### config.mk
export PLATFORM = sky130hd
export DESIGN_NAME = calc3_issue_scheduler
export DESIGN_NICKNAME = d
export VERILOG_FILES = /design/src/rtl/calc3_sched_pkg.sv /design/src/rtl/calc3_port_fifo.sv /design/src/rtl/calc3_issue_scheduler.sv
export SDC_FILE = /design/constraint.sdc
export NUM_CORES = 1
export LEC_CHECK = 0
export ABC_AREA = 1
export CORE_MARGIN = 3
export CORE_UTILIZATION = 25
export CTS_CLUSTER_SIZE = 20
export DETAILED_ROUTE_END_ITERATION = 7
export DONT_BUFFER_PORTS = 1
export PLACE_DENSITY_LB_ADDON = 0.25
export SLEW_MARGIN = 20
export SYNTH_ARGS = -nofsm -noshare
export SYNTH_HDL_FRONTEND = slang
export SYNTH_SLANG_ARGS = --single-unit
### constraint.sdc
create_clock -name c_clk -period 7.3 [get_ports c_clk]
set_input_delay 0.73 -clock c_clk [delete_from_list [all_inputs] [get_ports c_clk]]
set_output_delay 0.73 -clock c_clk [all_outputs]
set_load 0.01 [all_outputs]
### src/rtl/calc3_sched_pkg.sv
// calc3_sched_pkg: shared widths, command codes, request bundle and hazard
// decoding for the CALC3 issue scheduler.
package calc3_sched_pkg;

    localparam int NPORTS = 4;
    localparam int PORT_W = 2;   // NPORTS must equal 2**PORT_W for the rr wrap
    localparam int NREGS  = 16;
    localparam int REG_W  = 4;
    localparam int CMD_W  = 4;
    localparam int TAG_W  = 2;
    localparam int DATA_W = 32;

    typedef enum logic [CMD_W-1:0] {
        NOP   = 4'd0,
        ADD   = 4'd1,
        SUB   = 4'd2,
        SHL   = 4'd5,
        SHR   = 4'd6,
        STORE = 4'd9,
        FETCH = 4'd10,
        BZ    = 4'd12,
        BEQ   = 4'd13
    } cmd_e;

    // cmd stays a raw code: undefined codes are queued and issued untouched,
    // and the ALU answers them with its invalid response.
    typedef struct packed {
        logic [CMD_W-1:0]  cmd;
        logic [TAG_W-1:0]  tag;
        logic [DATA_W-1:0] data;
        logic [REG_W-1:0]  d1;
        logic [REG_W-1:0]  d2;
        logic [REG_W-1:0]  r1;
    } req_s;

    // Commands that update r1 once the ALU finishes.
    function automatic logic is_writer(input logic [CMD_W-1:0] cmd);
        return cmd inside {ADD, SUB, SHL, SHR, STORE};
    endfunction

    // Commands that read source register d1.
    function automatic logic reads_d1(input logic [CMD_W-1:0] cmd);
        return cmd inside {ADD, SUB, SHL, SHR, BZ, BEQ, FETCH};
    endfunction

    // Commands that read source register d2.
    function automatic logic reads_d2(input logic [CMD_W-1:0] cmd);
        return cmd inside {ADD, SUB, SHL, SHR, BZ, BEQ};
    endfunction

    // Every register a command must find idle before it may issue:
    // its sources (RAW) and, for writers, its destination (WAW).
    function automatic logic [NREGS-1:0] hazard_mask(input req_s req);
        logic [NREGS-1:0] mask;
        mask = '0;
        if (reads_d1(req.cmd))  mask[req.d1] = 1'b1;
        if (reads_d2(req.cmd))  mask[req.d2] = 1'b1;
        if (is_writer(req.cmd)) mask[req.r1] = 1'b1;
        return mask;
    endfunction

endpackage

### src/rtl/calc3_port_fifo.sv
// calc3_port_fifo: one requester queue of req_s entries with a combinational
// head. A push into a full queue is accepted when the same cycle pops.
module calc3_port_fifo
    import calc3_sched_pkg::*;
#(
    parameter int QDEPTH = 4
) (
    input  logic c_clk,
    input  logic reset,
    input  logic push,
    input  req_s push_req,
    input  logic pop,
    output req_s head,
    output logic full,
    output logic empty
);

    localparam int              AW    = (QDEPTH > 1) ? $clog2(QDEPTH) : 1;
    localparam logic [AW-1:0]   LAST  = AW'(QDEPTH - 1);
    localparam logic [AW:0]     DEPTH = (AW+1)'(QDEPTH);

    req_s          mem [QDEPTH];
    logic [AW-1:0] wr_ptr;
    logic [AW-1:0] rd_ptr;
    logic [AW:0]   count;      // one extra bit so full and empty are distinct
    logic          do_push;
    logic          do_pop;

    assign empty   = (count == '0);
    assign full    = (count == DEPTH);
    assign do_pop  = pop && !empty;
    assign do_push = push && (!full || do_pop);
    assign head    = mem[rd_ptr];

    // Pointer and occupancy bookkeeping; pointers wrap at QDEPTH explicitly.
    always_ff @(posedge c_clk or posedge reset) begin
        // NOTE: state registers use non-blocking assignments so every flop
        // samples pre-edge values, independent of block evaluation order.
        if (reset) begin
            wr_ptr <= '0;
            rd_ptr <= '0;
            count  <= '0;
        end else begin
            if (do_push) wr_ptr <= (wr_ptr == LAST) ? '0 : wr_ptr + AW'(1);
            if (do_pop)  rd_ptr <= (rd_ptr == LAST) ? '0 : rd_ptr + AW'(1);
            case ({do_push, do_pop})
                2'b10:   count <= count + (AW+1)'(1);
                2'b01:   count <= count - (AW+1)'(1);
                default: count <= count;
            endcase
        end
    end

    // Entry storage, written at the tail on an accepted push.
    always_ff @(posedge c_clk) begin
        // NOTE: the payload array has no reset; occupancy is carried by count,
        // so stale entries are never observed and the RAM stays reset-free.
        if (do_push) mem[wr_ptr] <= push_req;
    end

endmodule

### src/rtl/calc3_issue_scheduler.sv
// calc3_issue_scheduler: four per-port command queues, a round-robin arbiter
// gated by a 16-entry register scoreboard, and the registered issue bundle
// that feeds the ALU issue stage.
module calc3_issue_scheduler
    import calc3_sched_pkg::*;
#(
    parameter int QDEPTH  = 4,
    parameter int ALU_LAT = 3
) (
    input  logic                          c_clk,
    input  logic                          reset,
    input  logic [NPORTS-1:0][CMD_W-1:0]  reqcmd,
    input  logic [NPORTS-1:0][TAG_W-1:0]  reqtag,
    input  logic [NPORTS-1:0][DATA_W-1:0] req_data,
    input  logic [NPORTS-1:0][REG_W-1:0]  req_d1,
    input  logic [NPORTS-1:0][REG_W-1:0]  req_d2,
    input  logic [NPORTS-1:0][REG_W-1:0]  req_r1,
    output logic                          iss_valid,
    output logic [PORT_W-1:0]             iss_port,
    output logic [CMD_W-1:0]              iss_cmd,
    output logic [TAG_W-1:0]              iss_tag,
    output logic [REG_W-1:0]              iss_d1,
    output logic [REG_W-1:0]              iss_d2,
    output logic [REG_W-1:0]              iss_r1,
    output logic [DATA_W-1:0]             iss_data,
    output logic [NREGS-1:0]              reg_busy,
    output logic [NPORTS-1:0]             ovf_err
);

    req_s [NPORTS-1:0]  push_req;
    req_s [NPORTS-1:0]  head;
    logic [NPORTS-1:0]  push;
    logic [NPORTS-1:0]  pop;
    logic [NPORTS-1:0]  full;
    logic [NPORTS-1:0]  empty;
    logic [NPORTS-1:0]  eligible;

    logic [PORT_W-1:0]  rr_q;
    logic [PORT_W-1:0]  cand;
    logic [PORT_W-1:0]  grant_idx;
    logic               grant_vld;
    req_s               sel_req;

    // Scoreboard release pipeline: one slot per cycle of ALU latency.
    logic [ALU_LAT-1:0]            pipe_vld;
    logic [ALU_LAT-1:0][REG_W-1:0] pipe_r1;
    logic                          set_vld;
    logic [NREGS-1:0]              set_mask;
    logic [NREGS-1:0]              clr_mask;
    logic [NREGS-1:0]              busy_view;

    // Per-port queues and their head eligibility.
    for (genvar p = 0; p < NPORTS; p++) begin : g_port
        assign push[p]     = (reqcmd[p] != '0);
        assign push_req[p] = '{cmd:  reqcmd[p],
                               tag:  reqtag[p],
                               data: req_data[p],
                               d1:   req_d1[p],
                               d2:   req_d2[p],
                               r1:   req_r1[p]};

        calc3_port_fifo #(
            .QDEPTH (QDEPTH)
        ) u_fifo (
            .c_clk    (c_clk),
            .reset    (reset),
            .push     (push[p]),
            .push_req (push_req[p]),
            .pop      (pop[p]),
            .head     (head[p]),
            .full     (full[p]),
            .empty    (empty[p])
        );

        assign eligible[p] = !empty[p] && ((hazard_mask(head[p]) & busy_view) == '0);
    end

    // A register whose release is due this edge already counts as free, so a
    // dependent command issues exactly ALU_LAT cycles after its producer.
    assign busy_view = reg_busy & ~clr_mask;

    // Round-robin search from rr_q; ineligible ports are skipped, not waited on.
    always_comb begin
        // NOTE: defaults come first so no path leaves an output unassigned,
        // which would otherwise infer a latch.
        grant_vld = 1'b0;
        grant_idx = rr_q;
        cand      = rr_q;
        for (int k = 0; k < NPORTS; k++) begin
            cand = rr_q + PORT_W'(k);
            if (!grant_vld && eligible[cand]) begin
                grant_vld = 1'b1;
                grant_idx = cand;
            end
        end
    end

    assign sel_req = head[grant_idx];
    assign set_vld = grant_vld && is_writer(sel_req.cmd);

    // Dequeue strobe for the granted port only.
    always_comb begin
        pop = '0;
        if (grant_vld) pop[grant_idx] = 1'b1;
    end

    // Scoreboard set (new writer) and clear (oldest in-flight writer) masks.
    always_comb begin
        set_mask = '0;
        clr_mask = '0;
        if (set_vld)                set_mask[sel_req.r1]          = 1'b1;
        if (pipe_vld[ALU_LAT-1])    clr_mask[pipe_r1[ALU_LAT-1]]  = 1'b1;
    end

    // Arbitration pointer: moves past the winner, holds when nothing issues.
    always_ff @(posedge c_clk or posedge reset) begin
        if (reset) begin
            rr_q <= '0;
        end else if (grant_vld) begin
            rr_q <= grant_idx + PORT_W'(1);
        end
    end

    // Issue bundle: strobe every cycle, fields only on a grant so they hold.
    always_ff @(posedge c_clk or posedge reset) begin
        if (reset) begin
            iss_valid <= 1'b0;
            iss_port  <= '0;
            iss_cmd   <= '0;
            iss_tag   <= '0;
            iss_d1    <= '0;
            iss_d2    <= '0;
            iss_r1    <= '0;
            iss_data  <= '0;
        end else begin
            iss_valid <= grant_vld;
            if (grant_vld) begin
                iss_port <= grant_idx;
                iss_cmd  <= sel_req.cmd;
                iss_tag  <= sel_req.tag;
                iss_d1   <= sel_req.d1;
                iss_d2   <= sel_req.d2;
                iss_r1   <= sel_req.r1;
                iss_data <= sel_req.data;
            end
        end
    end

    // In-flight writer countdown: the r1 leaving the last stage is released.
    always_ff @(posedge c_clk or posedge reset) begin
        if (reset) begin
            pipe_vld <= '0;
            pipe_r1  <= '0;
        end else begin
            pipe_vld[0] <= set_vld;
            pipe_r1[0]  <= sel_req.r1;
            for (int k = 1; k < ALU_LAT; k++) begin
                pipe_vld[k] <= pipe_vld[k-1];
                pipe_r1[k]  <= pipe_r1[k-1];
            end
        end
    end

    // Scoreboard: set beats clear when both hit the same register.
    always_ff @(posedge c_clk or posedge reset) begin
        if (reset) begin
            reg_busy <= '0;
        end else begin
            reg_busy <= (reg_busy & ~clr_mask) | set_mask;
        end
    end

    // Sticky overflow: a command arrived at a full queue that did not drain.
    always_ff @(posedge c_clk or posedge reset) begin
        if (reset) begin
            ovf_err <= '0;
        end else begin
            ovf_err <= ovf_err | (push & full & ~pop);
        end
    end

endmodule

==> results.ini, run 1 <==
[clocking]
cts_sinks=918
cts.hold.buffers_added=55
clockRootBuffer=clkbuf_16
clk_latency_ns=0.76
clockBufferDepth=3
cts_resized=0
cts_tree=yes
clk_pin_slew_ns=0.07
post_cts_buffers=0
htree_levels=3
cts_buffers=104

[timing]
max_slew_margin=0.370
finalHoldViolCount=0
rsz0062_at_grt=no
fin_crit_sh=0.844
tightest_slew_ns=0.945
skew_ns=0.102
drv_slew=0
finalSetupViolations=0
period_minus_slack_ns=6.16
finalSetupTns_ns=0
clock.fmax_ghz=0.162

[grt]
overflow=0
antenna_found_initial=12
grt_pass1_wl_um=201000
grt_pass1_vias=27100
grt_max_degree=71
track_usage=0.164

[yosys]
syn_area_um2=41100
synth_compound_area_frac=0.0903
synth.most_common_cell=nand2_1
synthTopCellsByCount=nand2_1 (1068), edfxtp_1 (800), nor2_1 (441)
ys_seq_area_frac=0.657
synthXorXnorAreaFrac=0.00192
synth_warnings=0
synth_fa_ha_area_frac=0.00987
syn-num-nets=4139
synth_flop_cell=edfxtp_1
synth_edf_count=800
netlist_instances=3907
synth_area_leader_cell=edfxtp_1
synthMuxAreaShare=0.00164
synth_area_leaders=edfxtp_1 (58%), nand2_1 (9.8%), dfrtp_1 (7.2%), nor2_1 (4.0%), nand3_1 (3.0%)
avgSynthCellArea_um2=10.5
synth_seq_cells=918
netlist.area_leader.share=0.585
ys_async_sr_fraction=0.129
synth_top_family_by_area=simple AND/OR/NAND/NOR gates
synthSimpleGateAreaFrac=0.187
synth_cell_types=48

[critical_path]
worstSetupPathType=reg2reg
cp.required_ns=7.73
worstPathArrival_ns=6.58
cp_common_cell=nand2_1
startpoint_type=flip-flop
crit_slowest_cell=dfrtp_2
end_kind=flip-flop
cp_max_fo=70
cp_slowest_stage_delay_ns=0.78

[die]
die_area_um2=169000
io_pins=275
fp.dieW_um=411
rows=148
dieHeight_um=411
start_util=0.252
coreArea_um2=163000

[routing]
wl_per_cell_um=22.8
met2_wirelength_um=68100
wl_um=141000
vias=28400
viasPerCell=4.57
m1WireLength_um=58200
drt_first_pass_iters=5
top_layer=met5
drc=0
wl_met3_um=12200
ant_nets=0
initialDrtViolationCount=2276

[final_layout]
nets=4171
drive_gt1_frac=0.0934
fin_util=0.291
syn_to_final_growth_pct=15.3

[run_status]
status=finished, final reports clean

[worst_hold_path]
hp-class=in2reg

[placed_design]
dp.final_hpwl_um=98700
gp_congestion=0.911
io_buffers=0

[flow_run]
drv_cap=0

## routing by layer
metal,global-route usage,vias up
met2,0.275,766
li1,-,13500
met1,0.201,13900
met4,0.0347,4
met3,0.0589,161
met5,0,-
## metrics by stage
step,hold slack (ns),std cells,setup WS (ns),area [µm²]
after global routing,0.0117,6202,0.501,47300
after detailed placement,0.336,5953,1.08,43500
final,0.0689,6207,1.14,47300
after global placement,0.335,5953,1.11,43500
after CTS,0.00100,6201,1.05,47300
after floorplan,0.331,3907,1.03,41100
## layout by cell type, fill, tap and decap left out, types with 11 or more instances in the layout
cell type,instances
clkinv_2,20
inv_2,40
dfrtp_1,112
inv_1,236
nor3_1,12
buf_4,48
nand3_1,248
clkinv_1,24
buf_12,11
nand2_1,1067
o21ai_0,237
o22ai_1,75
dlygate4sd3_1,55
clkbuf_16,104
o211ai_1,36
a32o_1,52
a21oi_1,75
nor2_4,19
o21ai_1,87
edfxtp_1,800
nor2_2,13
clkbuf_1,28
nand2_2,49
nor2_1,424
nand4_1,16
ha_1,26
o211ai_2,13
## cells by family (layout without fill, tap and decap cells)
group / after synthesis / after routing
adders and majority gates: 30 / 30
buffers and inverters: 471 / 590
DFF: 918 / 918
muxes: 5 / 5
other: 0 / 6
xor gates and xnor gates: 9 / 9
AOI/OAI and AO/OA: 605 / 605
and+or+nand+nor: 1869 / 1869
## worst max-delay path: cells and delay by family (launching register included)
family,cells,cell delay [ns]
buffers and inverters,6,1.49
adder cells (fa/ha/maj),1,0.27
flip-flops,1,0.78
AND/OR/NAND/NOR,19,2.66
AO/OA/AOI/OAI,3,0.57
## flip-flops by register name, summed over array words and instances (netlist names)
signal                cells
g_port.u_fifo.count      12
iss_r1                    4
iss_d2                    4
iss_port                  2
g_port.u_fifo.rd_ptr      8
g_port.u_fifo.wr_ptr      8
pipe_vld                  3
rr_q                      2
iss_d1                    4
pipe_r1                  12
iss_data                 32
iss_tag                   2
ovf_err                   4
iss_cmd                   4
reg_busy                 16
g_port.u_fifo.mem       800
iss_valid                 1
## final timing paths
check	cells past startpoint	end	slack, ns	startpoint
max in group asynchronous	3	g_port[0].u_fifo.rd_ptr[0]	5.29	reset
max	29	g_port[0].u_fifo.mem[0][40]	1.14	g_port[2].u_fifo.rd_ptr[0]
min	0	g_port[2].u_fifo.mem[2][27]	0.07	req_data[79]
max reg2reg	29	g_port[0].u_fifo.mem[0][40]	1.14	g_port[2].u_fifo.rd_ptr[0]
min reg2reg	0	pipe_r1[9]	0.34	pipe_r1[5]
min in group asynchronous	2	g_port[1].u_fifo.rd_ptr[1]	0.61	reset
## layout make-up
cell class	instances	area, µm²
antenna	6	15.0
clock inverter	58	573
fill	16900	116000
timing repair buffer	114	1130
inverter	283	1070
multi-input combinational	2518	12100
sequential	918	27000
tap	2175	2720
clock buffer	135	2750
Power of run 1 is left out: the tool's default activity adds up to more than one toggle a clock period on the data nets, which glitch-free logic cannot reach.
==> run 2, diff against run 1 <==
==> constraint.sdc (replaced) <==
create_clock -name c_clk -period 5.1 [get_ports c_clk]
set_input_delay 0.51 -clock c_clk [delete_from_list [all_inputs] [get_ports c_clk]]
set_output_delay 0.51 -clock c_clk [all_outputs]
set_load 0.01 [all_outputs]
==> results.ini, run 2 (synthesized netlist as in run 1, its figures left out) <==
[run_status]
status=finished, final reports clean

[routing]
wl_um=142000  ; +0.38%
ant_nets=0  ; unchanged
initialDrtViolationCount=2177  ; -4.3%
viasPerCell=4.51  ; -1.4%
wl_per_cell_um=21.8  ; -4.3%
drt_first_pass_iters=6  ; +1
vias=29300  ; +3.4%
drc=0  ; unchanged

[clocking]
clk_pin_slew_ns=0.06  ; about the same
cts_buffers=105  ; +0.96%
cts_tree=yes
cts_sinks=918  ; unchanged
clockRootBuffer=clkbuf_16
htree_levels=3  ; unchanged
clk_latency_ns=0.74  ; -0.02 ns
clockBufferDepth=3  ; unchanged

[timing]
finalSetupViolations=0  ; unchanged
period_minus_slack_ns=4.89  ; -1.27 ns
skew_ns=0.0717  ; -0.0304 ns
fin_hold_ws_ns=0.315  ; +0.246 ns
max_slew_margin=0.375  ; +0.00503
clock.fmax_ghz=0.205  ; +26%
tightest_slew_ns=0.938  ; -0.00755 ns
finalHoldViolCount=0  ; unchanged
drv_slew=0  ; unchanged
finalSetupTns_ns=0  ; unchanged
fin_crit_sh=0.958  ; +0.115
setup_slack_ns=0.212  ; -0.930 ns

[final_layout]
layout_commonest_cell=nand2_1
drive_gt1_frac=0.132  ; +0.0385
stdcell_count=6509  ; +4.9%
fillers=16700  ; -1.1%
largest_reg_flops=800  ; unchanged
largest-register=g_port.u_fifo.mem
final_cell_mix=nand2_1 (1045), edfxtp_1 (800), nor2_1 (418)
nets=4456  ; +6.8%
reg_top3=g_port.u_fifo.mem: 800 flops, iss_data: 32 flops, reg_busy: 16 flops
syn_to_final_growth_pct=24.1

[critical_path]
startpoint_type=flip-flop
cp.required_ns=5.55  ; -2.18 ns
worstSetupPathType=reg2reg
cp_top_family=simple AND/OR/NAND/NOR gates
reg2reg_slack_ns=0.21  ; -0.93 ns
crit_buf_inv=7  ; +1
cp_max_fo=11  ; -84%
crit_slowest_cell=dfrtp_4
cp_common_cell=nand2_1
worstPathArrival_ns=5.33  ; -1.25 ns
cp_slowest_stage_delay_ns=0.56  ; -0.22 ns
end_kind=flip-flop

[grt]
grt_pass1_wl_um=200000  ; about the same
track_usage=0.162  ; -0.00145
grt_max_degree=114  ; +61%
overflow=0  ; unchanged
grt_pass1_vias=28100  ; +3.5%
antenna_found_initial=45  ; +33

[die]
io_pins=275  ; unchanged
coreArea_um2=163000  ; unchanged
dieHeight_um=411  ; unchanged
start_util=0.252  ; unchanged
rows=148  ; unchanged
die_area_um2=169000  ; unchanged
fp.dieW_um=411  ; unchanged

[placed_design]
post-place-ws_ns=0.0704  ; -1.01 ns
gp_congestion=0.910  ; -0.12%
io_buffers=0  ; unchanged
dp.final_hpwl_um=101000  ; +2.8%
placed_cells=6064  ; +1.9%

[worst_hold_path]
hp-class=in2async

[flow_run]
drv_cap=0  ; unchanged

==> run 2: changes by cell type in the layout (fill, tap and decap cells not counted), sizes merged <==
cell,previous run,this run
buf,59,187
nand3,253,254
clkinvlp,1,9
diode,6,21
bufinv,6,10
clkbuf,135,149
clkinv,52,38
dlygate4sd3,55,201
==> run 2: path summary, 6_finish.rpt <==
| kind | startpoint | to | depth (start not counted) |
|---|---|---|---|
| worst max-delay path | g_port[1].u_fifo.rd_ptr[0] | g_port[3].u_fifo.mem[2][44] | 30 |
| worst min-delay path | reset | g_port[3].u_fifo.wr_ptr[0] | 2 |
| worst max register to register | g_port[1].u_fifo.rd_ptr[0] | g_port[3].u_fifo.mem[2][44] | 30 |
| worst min register to register | pipe_r1[4] | pipe_r1[8] | 0 |
| max in group asynchronous | reset | g_port[0].u_fifo.rd_ptr[0] | 3 |
| min in group c_clk | pipe_r1[4] | pipe_r1[8] | 0 |
==> run 2: final cells by class <==
class                      count  area, µm²  share of cell area
clock inverter                54        654              0.0128
inverter                     283       1110              0.0217
tap                         2175       2720              0.0534
timing repair inverter         2       20.0            0.000393
clock buffer                 142       2870              0.0562
timing repair buffer         395       4180              0.0819
multi-input combinational   2519      12400               0.243
antenna                       21       52.6             0.00103
sequential                   918      27000               0.529
==> run 2: through the flow <==
| stage | area, µm² | util |
|---|---|---|
| floorplan | 41200 | - |
| global placement | 44600 | 0.273 |
| detailed placement | 44600 | 0.273 |
| CTS | 50100 | 0.307 |
| global route | 51000 | 0.313 |
| finish | 51000 | 0.313 |
==> run 2: what timing repair did <==
item,4_1_cts,5_1_grt
setup endpoints to repair,0,822
gates resized for setup,0,119
buffers inserted,0,17
hold buffers,201,0
endpoints found under the hold margin,836,0
==> run 2: layer usage <==
metal / track usage / up-vias / share of wire
li1: - / 14100 / -
met1: 0.209 / 14300 / 0.43
met2: 0.272 / 741 / 0.48
met3: 0.0455 / 191 / 0.071
met4: 0.0333 / 18 / 0.020
met5: 0 / - / 0.00075
Power of run 2 is left out for the same reason.
==> run 3, diff against run 2 <==
--- a/config.mk
+++ b/config.mk
@@ -7,11 +7,12 @@
 export LEC_CHECK = 0
 export ABC_AREA = 1
 export CORE_MARGIN = 3
-export CORE_UTILIZATION = 25
+export CORE_UTILIZATION = 26
 export CTS_CLUSTER_SIZE = 20
 export DETAILED_ROUTE_END_ITERATION = 7
 export DONT_BUFFER_PORTS = 1
 export PLACE_DENSITY_LB_ADDON = 0.25
+export REMOVE_ABC_BUFFERS = 1
 export SLEW_MARGIN = 20
 export SYNTH_ARGS = -nofsm -noshare
 export SYNTH_HDL_FRONTEND = slang
==> results.ini, run 3 (synthesized netlist as in run 1, its figures left out) <==
[timing]
drv_slew=0  ; unchanged
fin_crit_sh=0.932  ; -0.0262
fin_hold_ws_ns=0.0737  ; -0.241 ns
finalSetupTns_ns=0  ; unchanged
finalSetupViolations=0  ; unchanged
tightest_slew_ns=0.867  ; -0.0710 ns
skew_ns=0.0454  ; -0.0262 ns
clock.fmax_ghz=0.210  ; +2.8%
max_slew_margin=0.417  ; +0.0420
finalHoldViolCount=0  ; unchanged
period_minus_slack_ns=4.75  ; -0.134 ns
setup_slack_ns=0.346  ; +0.134 ns

[routing]
wl_met3_um=10300  ; +2.3%
initialDrtViolationCount=2303  ; +5.8%
met2_wirelength_um=60100  ; -11%
top_layer=met5
ant_nets=0  ; unchanged
wl_um=132000  ; -6.7%
wl_per_cell_um=20.7  ; -4.9%
drt_first_pass_iters=5  ; -1
m1WireLength_um=58500  ; -4.2%
drc=0  ; unchanged
viasPerCell=4.58  ; +1.6%
vias=29300  ; -0.30%

[critical_path]
worstSetupPathType=reg2reg
crit_slowest_cell=dfrtp_4
cp_slowest_stage_delay_ns=0.50  ; -0.06 ns
r2r_cells=32  ; +6.7%
startpoint_type=flip-flop
worstPathArrival_ns=5.33  ; about the same
cp_max_fo=10  ; -1
cp_common_cell=nand2_1
end_kind=flip-flop
cp.required_ns=5.68  ; +0.13 ns

[die]
start_util=0.262  ; +0.0103
die_area_um2=163000  ; -3.8%
io_pins=275  ; unchanged
coreArea_um2=157000  ; -3.9%
fp.dieW_um=403  ; -1.9%
rows=145  ; -2.0%
dieHeight_um=403  ; -1.9%

[placed_design]
dp.final_hpwl_um=92300  ; -9.1%
post-place-ws_ns=0.0494  ; -0.0210 ns
gp_congestion=0.918  ; +0.82%
placed_cells=5960  ; -1.7%
io_buffers=0  ; unchanged

[flow_run]
drv_cap=0  ; unchanged

[grt]
grt_max_degree=114  ; unchanged
antenna_found_initial=36  ; -20%
track_usage=0.157  ; -0.00489
grt_pass1_wl_um=191000  ; -4.6%
overflow=0  ; unchanged
grt_pass1_vias=28400  ; +1.1%

[final_layout]
layout_commonest_cell=nand2_1
largest_reg_flops=800  ; unchanged
reg_top3=g_port.u_fifo.mem: 800 flops, iss_data: 32 flops, reg_busy: 16 flops
syn_to_final_growth_pct=23.2
largest-register=g_port.u_fifo.mem
nets=4458  ; +0.045%
stdcell_count=6386  ; -1.9%
drive_gt1_frac=0.126  ; -0.00565
final_cell_mix=nand2_1 (1059), edfxtp_1 (800), nor2_1 (421)

[worst_hold_path]
hold_depth=2
hp-class=in2reg

[run_status]
status=finished, final reports clean

[clocking]
cts_buffers=99  ; -5.7%
cts_tree=yes
clk_pin_slew_ns=0.06  ; about the same
clockRootBuffer=clkbuf_16
clk_latency_ns=0.72  ; -0.02 ns
cts_sinks=918  ; unchanged
clockBufferDepth=3  ; unchanged
htree_levels=3  ; unchanged

[run 3: changes by cell type in the layout (fill, tap and decap cells not counted), sizes merged]
cell,previous run,this run
buf,187,196
clkbuf,149,132
clkinv,38,48
clkinvlp,9,2
diode,21,20
dlygate4sd3,201,202
nand3,254,253
[run 3: final cells by class]
cell class	count	area [µm²]
clock buffer	126	2650
timing repair buffer	404	4310
timing repair inverter	2	20.0
fill	15800	106000
tap	2058	2570
clock inverter	57	647
multi-input combinational	2518	12300
sequential	918	27000
inverter	283	1100
antenna	20	50.0
[run 3: what timing repair did]
| item | CTS | global route |
|---|---|---|
| resized for setup | 0 | 67 |
| hold buffers | 202 | 0 |
| endpoints found under the hold margin | 868 | 0 |
| buffers inserted | 0 | 13 |
| setup endpoints to repair | 0 | 829 |
[run 3: path summary, 6_finish.rpt]
path | startpoint | endpoint | slack (ns)
worst max-delay path | g_port[0].u_fifo.rd_ptr[0] | g_port[3].u_fifo.count[2] | 0.35
worst min-delay path | reqcmd[12] | ovf_err[3] | 0.07
max in group asynchronous | reset | iss_d1[0] | 3.35
min in group asynchronous | reset | g_port[1].u_fifo.wr_ptr[0] | 0.41
worst max register to register | g_port[0].u_fifo.rd_ptr[0] | g_port[3].u_fifo.count[2] | 0.35
worst min register to register | pipe_r1[6] | pipe_r1[10] | 0.35
[run 3: stage by stage]
stage / area [µm²] / utilization
after floorplan: 40000 / -
after global placement: 44800 / 0.286
after detailed placement: 44800 / 0.286
after CTS: 50100 / 0.320
after global routing: 50600 / 0.323
final: 50600 / 0.323
[run 3: per-layer routing]
layer	up-vias	track usage
met1	14100	0.208
met2	792	0.248
met3	207	0.0510
li1	14100	-
met4	20	0.0415
met5	-	0
[run 3: critical path: cells and delay by family (launching register included)]
family / cells / cell delay, ns
simple gates: 19 / 2.04
buf+inv: 7 / 0.81
xor+xnor: 1 / 0.17
compound gates: 3 / 0.46
flops: 1 / 0.50
fa+ha+maj: 2 / 0.65
Power of run 3 is left out for the same reason.
